`src/rtl/param_sync_fifo.sv`:
```
// Parametrised single-clock FIFO with occupancy count, threshold flags,
// sticky error flags, synchronous flush and a registered read port.
module param_sync_fifo #(
    parameter int unsigned DATA_W   = 16,
    parameter int unsigned DEPTH    = 8,
    parameter int unsigned AF_LEVEL = DEPTH - 1,
    parameter int unsigned AE_LEVEL = 1
) (
    input  logic                       clk,
    input  logic                       rst,
    input  logic                       flush,
    input  logic                       wr_en,
    input  logic [DATA_W-1:0]          wr_data,
    input  logic                       rd_en,
    output logic [DATA_W-1:0]          rd_data,
    output logic                       rd_valid,
    output logic                       empty,
    output logic                       full,
    output logic                       almost_empty,
    output logic                       almost_full,
    output logic [$clog2(DEPTH+1)-1:0] count,
    output logic                       overflow,
    output logic                       underflow
);

    localparam int unsigned PTR_W = $clog2(DEPTH);
    localparam int unsigned CNT_W = $clog2(DEPTH + 1);

    localparam logic [CNT_W-1:0] DEPTH_CNT = CNT_W'(DEPTH);
    localparam logic [CNT_W-1:0] AF_CNT    = CNT_W'(AF_LEVEL);
    localparam logic [CNT_W-1:0] AE_CNT    = CNT_W'(AE_LEVEL);

    logic [DATA_W-1:0] mem [DEPTH];
    logic [PTR_W-1:0]  wr_ptr;
    logic [PTR_W-1:0]  rd_ptr;
    logic              active;
    logic              rd_acc;
    logic              wr_acc;

    // Status flags decode the registered occupancy.
    always_comb begin
        empty        = (count == '0);
        full         = (count == DEPTH_CNT);
        almost_empty = (count <= AE_CNT);
        almost_full  = (count >= AF_CNT);
    end

    // Reset and flush both suppress any transfer in their cycle.
    always_comb begin
        active = rst & ~flush;
        rd_acc = active & rd_en & ~empty;
        wr_acc = active & wr_en & (~full | rd_acc);
    end

    // Storage is intentionally left uninitialised by reset.
    always_ff @(posedge clk) begin
        if (wr_acc) begin
            mem[wr_ptr] <= wr_data;
        end
    end

    always_ff @(posedge clk) begin
        if (!rst) begin
            wr_ptr    <= '0;
            rd_ptr    <= '0;
            count     <= '0;
            rd_data   <= '0;
            rd_valid  <= 1'b0;
            overflow  <= 1'b0;
            underflow <= 1'b0;
        end else if (flush) begin
            // Flush clears state but leaves the last read word visible.
            wr_ptr    <= '0;
            rd_ptr    <= '0;
            count     <= '0;
            rd_valid  <= 1'b0;
            overflow  <= 1'b0;
            underflow <= 1'b0;
        end else begin
            if (wr_acc) begin
                wr_ptr <= wr_ptr + PTR_W'(1);
            end
            if (rd_acc) begin
                rd_ptr  <= rd_ptr + PTR_W'(1);
                rd_data <= mem[rd_ptr];
            end
            rd_valid <= rd_acc;
            case ({wr_acc, rd_acc})
                2'b10:   count <= count + CNT_W'(1);
                2'b01:   count <= count - CNT_W'(1);
                default: count <= count;
            endcase
            if (wr_en && !wr_acc) begin
                overflow <= 1'b1;
            end
            if (rd_en && empty) begin
                underflow <= 1'b1;
            end
        end
    end

endmodule

```
`config.mk`:
```
export PLATFORM = sky130hd
export DESIGN_NAME = param_sync_fifo
export DESIGN_NICKNAME = d
export VERILOG_FILES = /design/src/rtl/param_sync_fifo.sv
export SDC_FILE = /design/constraint.sdc
export NUM_CORES = 1
export LEC_CHECK = 0
export CAP_MARGIN = 0
export CORE_MARGIN = 10
export CORE_UTILIZATION = 30
export CTS_CLUSTER_SIZE = 24
export DETAILED_ROUTE_END_ITERATION = 16
export REMOVE_ABC_BUFFERS = 1
export SYNTH_ARGS = -nofsm -noshare
export SYNTH_HDL_FRONTEND = slang
export SYNTH_SLANG_ARGS = --single-unit
```
`constraint.sdc`:
```
create_clock -name clk -period 3.4 [get_ports clk]
set_clock_uncertainty 0.05 [all_clocks]
set_input_delay 0.34 -clock clk [delete_from_list [all_inputs] [get_ports clk]]
set_output_delay 0.34 -clock clk [all_outputs]
set_load 0.01 [all_outputs]
```
After elaboration in Yosys (flattened, before gate mapping)
Memories as Yosys holds them, arrays and structs flattened. A register that Yosys moved wholly into a read port is not among the register bits.
Cells that the tools add are included.

word-level totals
  register bits = 13
  memory bits (writable) = 128
  bits of input ports = 21
  memories = 1

operators by class
  $lt $le $gt $ge = 2
  equality and inequality tests = 3
  multiplexer cells = 3
  reduce and logical (&&, ||, !) cells = 8
  $add $sub $neg = 4
  bitwise operators = 10

memories
  memory  depth  width  read ports  clocked after Yosys merged registers in  write ports  line  RTL
  mem     8      16     1           1                                        1            33    logic [DATA_W-1:0] mem [DEPTH];

operators by type and width
  kind                   count
  $pmux W4 S2            1
  $add A3 B1 Y3 const B  2
  $and A1 B1 Y1          5
  $add A4 B1 Y4 const B  1
  $eq A4 B4 Y1 const B   1
  $ge A4 B3 Y1 const B   1
  $le A4 B1 Y1 const B   1
  $logic_not A4 Y1       1
  $not A1 Y1             4
  $sub A4 B1 Y4 const B  1
  $eq A2 B1 Y1 const B   1
  $eq A2 B2 Y1 const B   1
  $logic_and A1 B1 Y1    2
  $logic_not A1 Y1       2
  $mux W1                2
  $reduce_and A2 Y1      1
  $reduce_bool A2 Y1     1
  $reduce_or A2 Y1       1
  $or A1 B1 Y1           1

Longest topological paths before layout
Gate-level depths: netlist of run 1.

  depth after elaboration = 8
  depth in mapped cells = 9

Worst setup path after synthesis of run 1
OpenSTA, ideal clock, no wires.

  kind = register to register
  from = reg count[0]
  to = mem mem[0][0], enable pin
  buffers on the path = 0
  setup time = 0.409 ns
  required time = 2.941 ns
  cell stages (with the launch flop) = 7
  path slack = 0.355 ns
  data arrival time = 2.586 ns
  cells stage by stage = dfxtp_1 > inv_1 > ha_1 > nand4bb_1 > nand2_1 > or3_1 > nor3_1

between the ends
  cells in the longest elaborated chain, start to end = 7
  elaborated cells between the ends (all ways) = 9
  classes of those cells = eq/ne (1); mux (2); bitwise (5); reduce/logical (1)

RTL lines
  element                          line  RTL
  from (decl)                      21    output logic [$clog2(DEPTH+1)-1:0] count,
  from (signal assigned)           89    2'b10: count <= count + CNT_W'(1);
  from (signal assigned)           90    2'b01: count <= count - CNT_W'(1);
  from (signal assigned)           91    default: count <= count;
  $logic_not A4 Y1                 42    empty = (count == '0);
  $not A1 Y1                       51    rd_acc = active & rd_en & ~empty;
  $and A1 B1 Y1                    51
  $or A1 B1 Y1 *                   52    wr_acc = active & wr_en & (~full | rd_acc);
  $and A1 B1 Y1 *                  52
  $mux W1 *                        57    if (wr_acc) begin
  $mux W1 (implied by the code) *  58    mem[wr_ptr] <= wr_data;
  to (decl)                        33

Mark *: on every way between the ends. The rest lies on a longest branch, timed or not.

Worst setup path in the final report of run 1
  from = reg count[1]
  to = out empty

between the ends
  cells in the longest elaborated chain, start to end = 1

RTL lines
  element           line  RTL
  $logic_not A4 Y1  42
  to (decl)         17    output logic empty,

Every way passes these cells.

==> flow_results.org, run 1 <==
** Drt
- The final layout contains routed wiring with a total length of 12390 um.
- In the routed layout, each cell is associated on average with a via count of ~4.7.
- Highest metal used :: met4
- The routed design uses around 6000 um of met2 wire.
- Number of vias in the routed layout :: ~3200
- DRC Markers :: 0
- Dividing the detail-routed wire length by the instance count gives 18.30 um.
- Once detail routing completed, the nets flagged for antenna violations numbered 0.
- The first routing iteration left between 150 and 200 violations.
- Detailed routing placed a total of about 1100 um of wire on met3.
- Wire length on met1 :: roughly 5300 um
- Before antenna repair, the detailed router went through 5 iterations.

** Layout
- Compared with the post-synthesis result, the final layout area differs by 23.85%.
- Layout cells sized above 1 :: between 20% and 30%
- Inserted Diodes :: 0
- In the final design database the tool counted between 400 and 500 nets.
- Post-layout instance count excluding filler cells :: between 600 and 700
- Once layout is done, the placed cells without fillers occupy 7438 um2.
- Cells fill a little under two fifths of the core in the end.

** Power
- Net switching fraction of the power :: 19.70%
- For this design the ratio of total power to cell area is about 550 nW/um2.
- Highest ir drop seen on vdd :: ~0.32 mV
- Internal power :: 0.003311 W
- Power share of the sequential group :: 51.0%
- In this run the power spent charging and discharging nets is about 0.00081 W.
- Combinational cells account for about 3.2% of the total power.
- For this design the static power due to leakage is 2.377 nW.
- Share of total power in the clock network :: 45.8%

** Setup path
- Critical Path Fanout Max :: 9
- Slowest stage cell, crit path :: or3b_1
- Type of element capturing the critical path :: output port
- Worst path required time :: 3010 ps
- Worst setup path startpoint :: count[1]$_SDFFE_PP0P_
- Buffers plus inverters on the worst setup path :: 3
- R2r startpoint :: count[0]$_SDFFE_PP0P_
- Ordered list of cells on the worst path :: inv_1, ha_1, or3b_1, clkinv_4, clkdlybuf4s50_1
- The worst setup path is launched from a register.
- For the worst setup path, the data arrival time is around 2400 ps.
- The worst setup path is of the register to output port kind.
- In this design, the largest share of critical-path delay is due to buffers and inverters.
- Largest stage delay on the critical path :: 570 ps

** STA
- Slew @ Worst Pin :: between 500 and 600 ps
- Final critical-path required period :: between 2000 and 3000 ps
- Setup slack on the critical path of the routed design comes to a little over 600 ps.
- Peak clock frequency supported by timing :: 0.3586 GHz
- Headroom to the max-slew limit came out at 66.04%.
- Hold violation total from the final report :: 0
- The max-slew violation count was 0.
- Unrepaired setup endpoints after global routing :: false
- Summed negative setup slack over all endpoints :: 0 ps
- Share of the clock period used by the worst path after layout :: between 80 and 90%
- Final setup fails :: 0

** GRT
- Number of global-route vias before repair :: between 3000 and 4000
- For this run, the total global-route usage over all layers was measured as roughly a tenth.
- The number of antenna violations at the first check in global routing is 0.
- First-pass GRT wire length :: a little under 20000 um
- Total congestion overflow :: 0
- Pin count of the biggest net entering global routing :: 35

** Logic synthesis
- Warnings from Yosys :: 0
- Number of synthesized flops with an enable pin :: around 130
- Total standard cell area after synthesis :: roughly 6000 um2
- Post-synthesis average cell area :: 17.82 um2
- Mapped Cells :: 337
- Proportion of register bits with asynchronous set or reset after synthesis :: 0%
- Sorting the synthesized cells by area gives the leading types as edfxtp_1 (64%), mux4_2 (12%), dfxtp_1 (9.7%).
- Sequential area share after synthesis :: 73.67%
- Predominant post-synthesis flop cell :: edfxtp_1
- Summed over its instances, the top area cell type makes up between 60% and 70% of the synthesized netlist area.
- Yosys mapped the design onto a little over 40 distinct sky130hd cell types.
- Register bit count reported by yosys :: between 150 and 200
- Dominant cell type by area after synthesis :: edfxtp_1

** Clocking
- In this run, post-CTS hold repair placed 0 buffers.
- CTS root buf :: clkbuf_16
- The number of clock buffers added by TritonCTS is 17.
- The clock drives roughly 160 sinks.
- After clock tree synthesis, the clock-pin slew on the worst setup and hold paths is ~60 ps.
- Number of instances resized during post-cts repair :: 0
- CTS tree :: yes
- For the worst-skew pair, the clock arrives at the later sink with an insertion delay of roughly 420 ps.
- Max Root-Sink Buffers :: 2
- Number of setup buffers added after CTS :: 0
- # H-tree levels :: 4

** Die
- Die Outline Area :: ~26000 um2
- Number of placement rows :: roughly 50
- Measured along the x axis, the die boundary spans 161.5 um.
- Measured along the y axis, the die boundary spans around 160 um.
- The core region is 19590 um2.
- Once the floorplan was initialized, standard cells occupied 30.66% of the core.
- Number of top-level design ports :: 48

** Hold path
- The tightest min-delay check is of the register to register type.
- Hold path startpoint :: overflow$_SDFFE_PP0P_

** Placed design
- Final HPWL from detailed placement :: about 8000 um
- The congestion estimate from routability-driven global placement came to 0.7619.
- During placement, the flow inserted port buffers numbering between 40 and 50.
- Once placement completed, the tool counted placed cells totaling between 600 and 700.
- Prior to clock tree synthesis, the placed netlist has a worst setup slack of between 800 and 900 ps.
- Post-DP Area :: slightly below 7000 um2

** Job
- Number of violations of the max-capacitance limit :: 0

** Run status
- Result of the run :: complete, no violations
[per-layer routing]
metal	track usage, %	vias to the layer above
met4	2.978	0
li1	-	1466
met3	3.864	12
met2	15.64	105
met5	0	-
met1	11.88	1629
[power by group through the flow]
stage | clock, W | sequential (W) | combinational, W
3_5_place_dp | 0 | 0.00214 | 0.000133
5_1_grt | 0.00201 | 0.00210 | 0.000146
4_1_cts | 0.00193 | 0.00210 | 0.000134
3_3_place_gp | 0 | 0.00214 | 0.000130
6_report | 0.00189 | 0.00210 | 0.000133
2_1_floorplan | 0 | 0.00215 | 0.0000462
[flip-flops by register name, summed over array words and instances (netlist names)]
register	count
count	4
mem	128
overflow	1
rd_data	16
rd_ptr	3
rd_valid	1
underflow	1
wr_ptr	3
[cell usage in the layout, fill, tap and decap left out, drive strengths merged, types with 8 or more instances in the layout]
master	count
buf	15
clkbuf	18
clkdlybuf4s50	47
dfxtp	29
edfxtp	128
mux4	32
nand2	8
nor2	30
nor3	8
o21ai	19
o22ai	16
[layout make-up]
class | count | area, um2
clock buffers | 18 | 429.2
clock inverters | 14 | 167.7
fillers | 1824 | 12150
inverters | 5 | 23.77
multi-input cells | 156 | 1465
flip-flops and latches | 157 | 4425
well taps | 265 | 331.6
repair buffers | 62 | 595.6
[cell families after synthesis]
kind of cell,Yosys count,share of synthesized area [%]
flops,157,73.67
simple gates,67,5.709
compound gates,48,4.896
mux,32,12.00
buf+inv,24,2.104
fa+ha+maj,5,1.042
xor+xnor,4,0.5834
[stage by stage]
stage / hold slack [ps] / total power, W
after global routing: 466.1 / 0.004263
after floorplan: 388.9 / 0.002191
after global placement: 416.4 / 0.002273
after CTS: 429.0 / 0.004167
after detailed placement: 413.8 / 0.002276
final: 426.2 / 0.004123
[worst min-delay path: stages, from the launching register on]
cell and delay, ps:
dfxtp_1 330, a21oi_1 40, nor2_1 70
[path summary, 6_finish.rpt]
path,to,slack (ps),depth (start not counted)
worst max-delay path,empty,610,5
worst min-delay path,overflow$_SDFFE_PP0P_,430,2
worst max register to register,mem[2][5]$_DFFE_PP_,980,7
worst min register to register,overflow$_SDFFE_PP0P_,430,2
[cell usage after synthesis, types with 2 or more instances]
cell type / n
nand3_1: 4
mux4_2: 32
nand2_1: 8
nor2_1: 29
a211oi_1: 3
o22ai_1: 16
xor2_1: 2
dfxtp_1: 29
nor3_1: 8
and3b_1: 2
edfxtp_1: 128
nand3_2: 2
buf_2: 6
o21ai_0: 19
xnor2_1: 2
buf_4: 2
ha_1: 5
nand2b_1: 3
inv_1: 4
a21oi_1: 4
clkbuf_1: 8
buf_6: 2
(Power assumes the default switching activity.)
==> run 2: changes to the inputs <==
clock period = 2.3 ns   (was 3.4 ns; I/O delays follow)
==> flow_results.org, run 2 (synthesized netlist as in run 1, its figures left out) <==
** Power
- Switch Pwr :: 0.001180 W
- The worst-case IR drop observed on VDD is roughly 0.44 mV.
- Power comes to a little over 0.006 W.
- Summed over all cells, the static leakage comes to about 2.5 nW.
- Total power divided by cell area :: approximately 810 nW/um2
- Net switching fraction of the power :: between 10% and 20%
- Share of total power in combinational logic :: roughly 3.5%
- Power share of the sequential group :: between 50% and 60%
- Internal power :: around 0.0050 W
- Share of total power in the clock network :: 46.1%

** Die
- Standard cell core area :: around 20000 um2
- Initial Utilization :: between 30% and 40%
- Pin placement for this block handled 48 I/O pins.
- The initialized floorplan defines roughly 50 standard-cell rows.
- The floorplan step defined a die boundary enclosing 26080 um2.
- The die is about 160 um tall.
- The floorplan step set the die width to ~160 um.

** Job
- Max-cap violations in this run came to 0.

** Placed design
- Input and output buffers added on the ports amount to between 40 and 50.
- At the placement stage, the worst setup path has a slack of about 120 ps.
- Final weighted congestion in routability-driven placement :: just under 0.8
- Final HPWL from detailed placement :: approximately 8000 um

** Hold path
- Along the worst hold path, the cell count comes to 2.
- Worst min-delay path category :: register to register

** Layout
- Largest registers ranked by flip-flop count :: mem x128, rd_data x16, count x4
- Max FFs per register :: 128
- Layout cells sized above 1 :: between 20% and 30%
- Register with the most flip-flops :: mem
- In the final design database the tool counted 440 nets.
- The library cells used most frequently in the layout, excluding fill and tap cells, are edfxtp_1 (128), clkdlybuf4s50_1 (46), mux4_2 (32).
- Counting the fill cells in the layout gives between 1500 and 2000.
- Most common cell after layout, fill and taps aside :: edfxtp_1
- The area growth from synthesis to layout is 26.85%.
- The repair_antennas step left the layout with diodes totalling 0.

** Drt
- DRC Markers :: 0
- In the final routed layout, each cell accounts on average for between 15 and 20 um.
- In this run, the number of DRC markers left after iteration 0 of detailed routing was 240.
- In this run the remaining antenna-violating nets after routing total 0.
- The first detailed-routing pass took 4 iterations.
- After detailed routing, the total wire length is 13030 um.
- Number of vias in the routed layout :: roughly 3300
- Average via count per standard cell :: around 4.7

** GRT
- Total congestion overflow :: 0
- Pin count of the biggest net entering global routing :: 35
- Global routing consumed, over all layers together, between 10% and 20% of the routing resources.
- First-pass GRT wire length :: slightly above 20000 um
- The number of antenna violations at the first check in global routing came to 0.
- Number of global-route vias before repair :: 3342

** Setup path
- Critical Path Fanout Max :: 9
- Traced cell by cell, the critical path runs through inv_1, ha_2, nand4bb_1, nand2_1, or3_1, nor2_1, buf_4.
- Largest stage delay on the critical path :: ~400 ps
- The worst register-to-register path has a depth of 7.
- Category of cells accounting for the largest share of critical-path delay :: simple AND/OR/NAND/NOR gates
- STA puts the critical path data arrival time at approximately 2200 ps.
- For this design, the slowest cell found on the critical path is dfxtp_1.
- The critical path contains buffers and inverters numbering 2 combined.
- Startpoint-to-endpoint class of the critical path :: register to register
- Setup crit start kind :: register
- Worst path required time :: 2360 ps
- Type of element capturing the critical path :: register
- Total number of cells along the worst setup path :: 7

** Clocking
- Max Root-Sink Buffers :: 2
- The H-tree was split into 4 levels.
- The tree is rooted in a clkbuf_16.
- TritonCTS built the clock tree.
- Total clock sinks :: ~160
- After clock tree synthesis, the clock-pin slew on the worst setup and hold paths is ~60 ps.
- At the later pin of the worst-skew pair, clock insertion delay measures 420 ps.
- Number of buffers added by the clock tree synthesis step :: 17

** STA
- Derived from the worst setup path, the maximum achievable clock frequency is about 0.46 GHz.
- Number of max-slew violations in the final report :: 0
- Hold violation total from the final report :: 0
- Tightest slew margin relative to the limit :: 69.69%
- At the pin with the least slew margin, the transition time is 454.0 ps.
- The final critical path takes up 94.50% of the cycle.
- Final setup fails :: 0
- Summed negative setup slack over all endpoints :: 0 ps
- Final critical-path required period :: 2174 ps
- The tightest hold path in the finished design has a slack of ~430 ps.
- Setup repair after global routing left no endpoint under its margin.
- Across all setup checks in the final design, the least slack found is about 130 ps.

** Run status
- The run finished with clean final reports.
==> run 2: cell count changes in the layout (fill, tap and decap cells not counted), moves of 2 or more <==
cell | previous run | this run
buf_4 | 14 | 25
buf_12 | 1 | 5
clkbuf_8 | 0 | 3
clkinv_2 | 5 | 2
clkinv_1 | 0 | 2
==> run 2: final cells by class <==
| class | instances | area [um2] | share of cell area (%) |
|---|---|---|---|
| clock buffers | 21 | 470.5 | 6.175 |
| repair buffers | 77 | 757.0 | 9.936 |
| well taps | 265 | 331.6 | 4.352 |
| inverters | 5 | 23.77 | 0.3120 |
| clock inverters | 11 | 140.1 | 1.839 |
| multi-input cells | 156 | 1470 | 19.30 |
| flip-flops and latches | 157 | 4425 | 58.09 |
==> run 2: worst reg2reg max path, cell delays in order, from the launching register on <==
cell       delay [ps]
dfxtp_1           400
inv_1             100
ha_2              210
nand4bb_1         150
nand2_1           110
or3_1             410
nor2_1            190
buf_4             240
==> run 2: worst paths after layout <==
check	slack (ps)	to	from
worst max-delay path	130	mem[2][3]$_DFFE_PP_	count[1]$_SDFFE_PP0P_
worst min-delay path	430	underflow$_SDFFE_PP0P_	underflow$_SDFFE_PP0P_
worst max register to register	130	mem[2][3]$_DFFE_PP_	count[1]$_SDFFE_PP0P_
worst min register to register	430	underflow$_SDFFE_PP0P_	underflow$_SDFFE_PP0P_
==> run 2: stage by stage <==
stage / instances / cell area [um2] / util (%)
after floorplan: 318 / 5903 / -
after global placement: 660 / 7004 / 35.75
after detailed placement: 660 / 7004 / 35.75
after CTS: 692 / 7619 / 38.89
after global routing: 692 / 7619 / 38.89
final: 692 / 7619 / 38.89
==> run 2: power by group through the flow <==
stage	sequential [W]	combinational, W	clock (W)
final	0.00311	0.000217	0.00284
after global routing	0.00311	0.000238	0.00303
after CTS	0.00311	0.000221	0.00290
after detailed placement	0.00317	0.000219	0
after global placement	0.00316	0.000214	0
after floorplan	0.00317	0.0000682	0
==> run 2: per-layer routing <==
| metal | share of wire [%] | global-route usage (%) | vias to the layer above |
|---|---|---|---|
| met1 | 45 | 12.97 | 1682 |
| met5 | 0 | 0 | - |
| li1 | - | - | 1503 |
| met2 | 48 | 15.77 | 85 |
| met4 | 0.97 | 3.598 | 0 |
| met3 | 6.1 | 3.660 | 12 |
==> run 2: timing repair <==
item	CTS	global route
resized for setup	3	0
hold buffers	0	0
buffers inserted	0	0
setup endpoints to repair	1	0
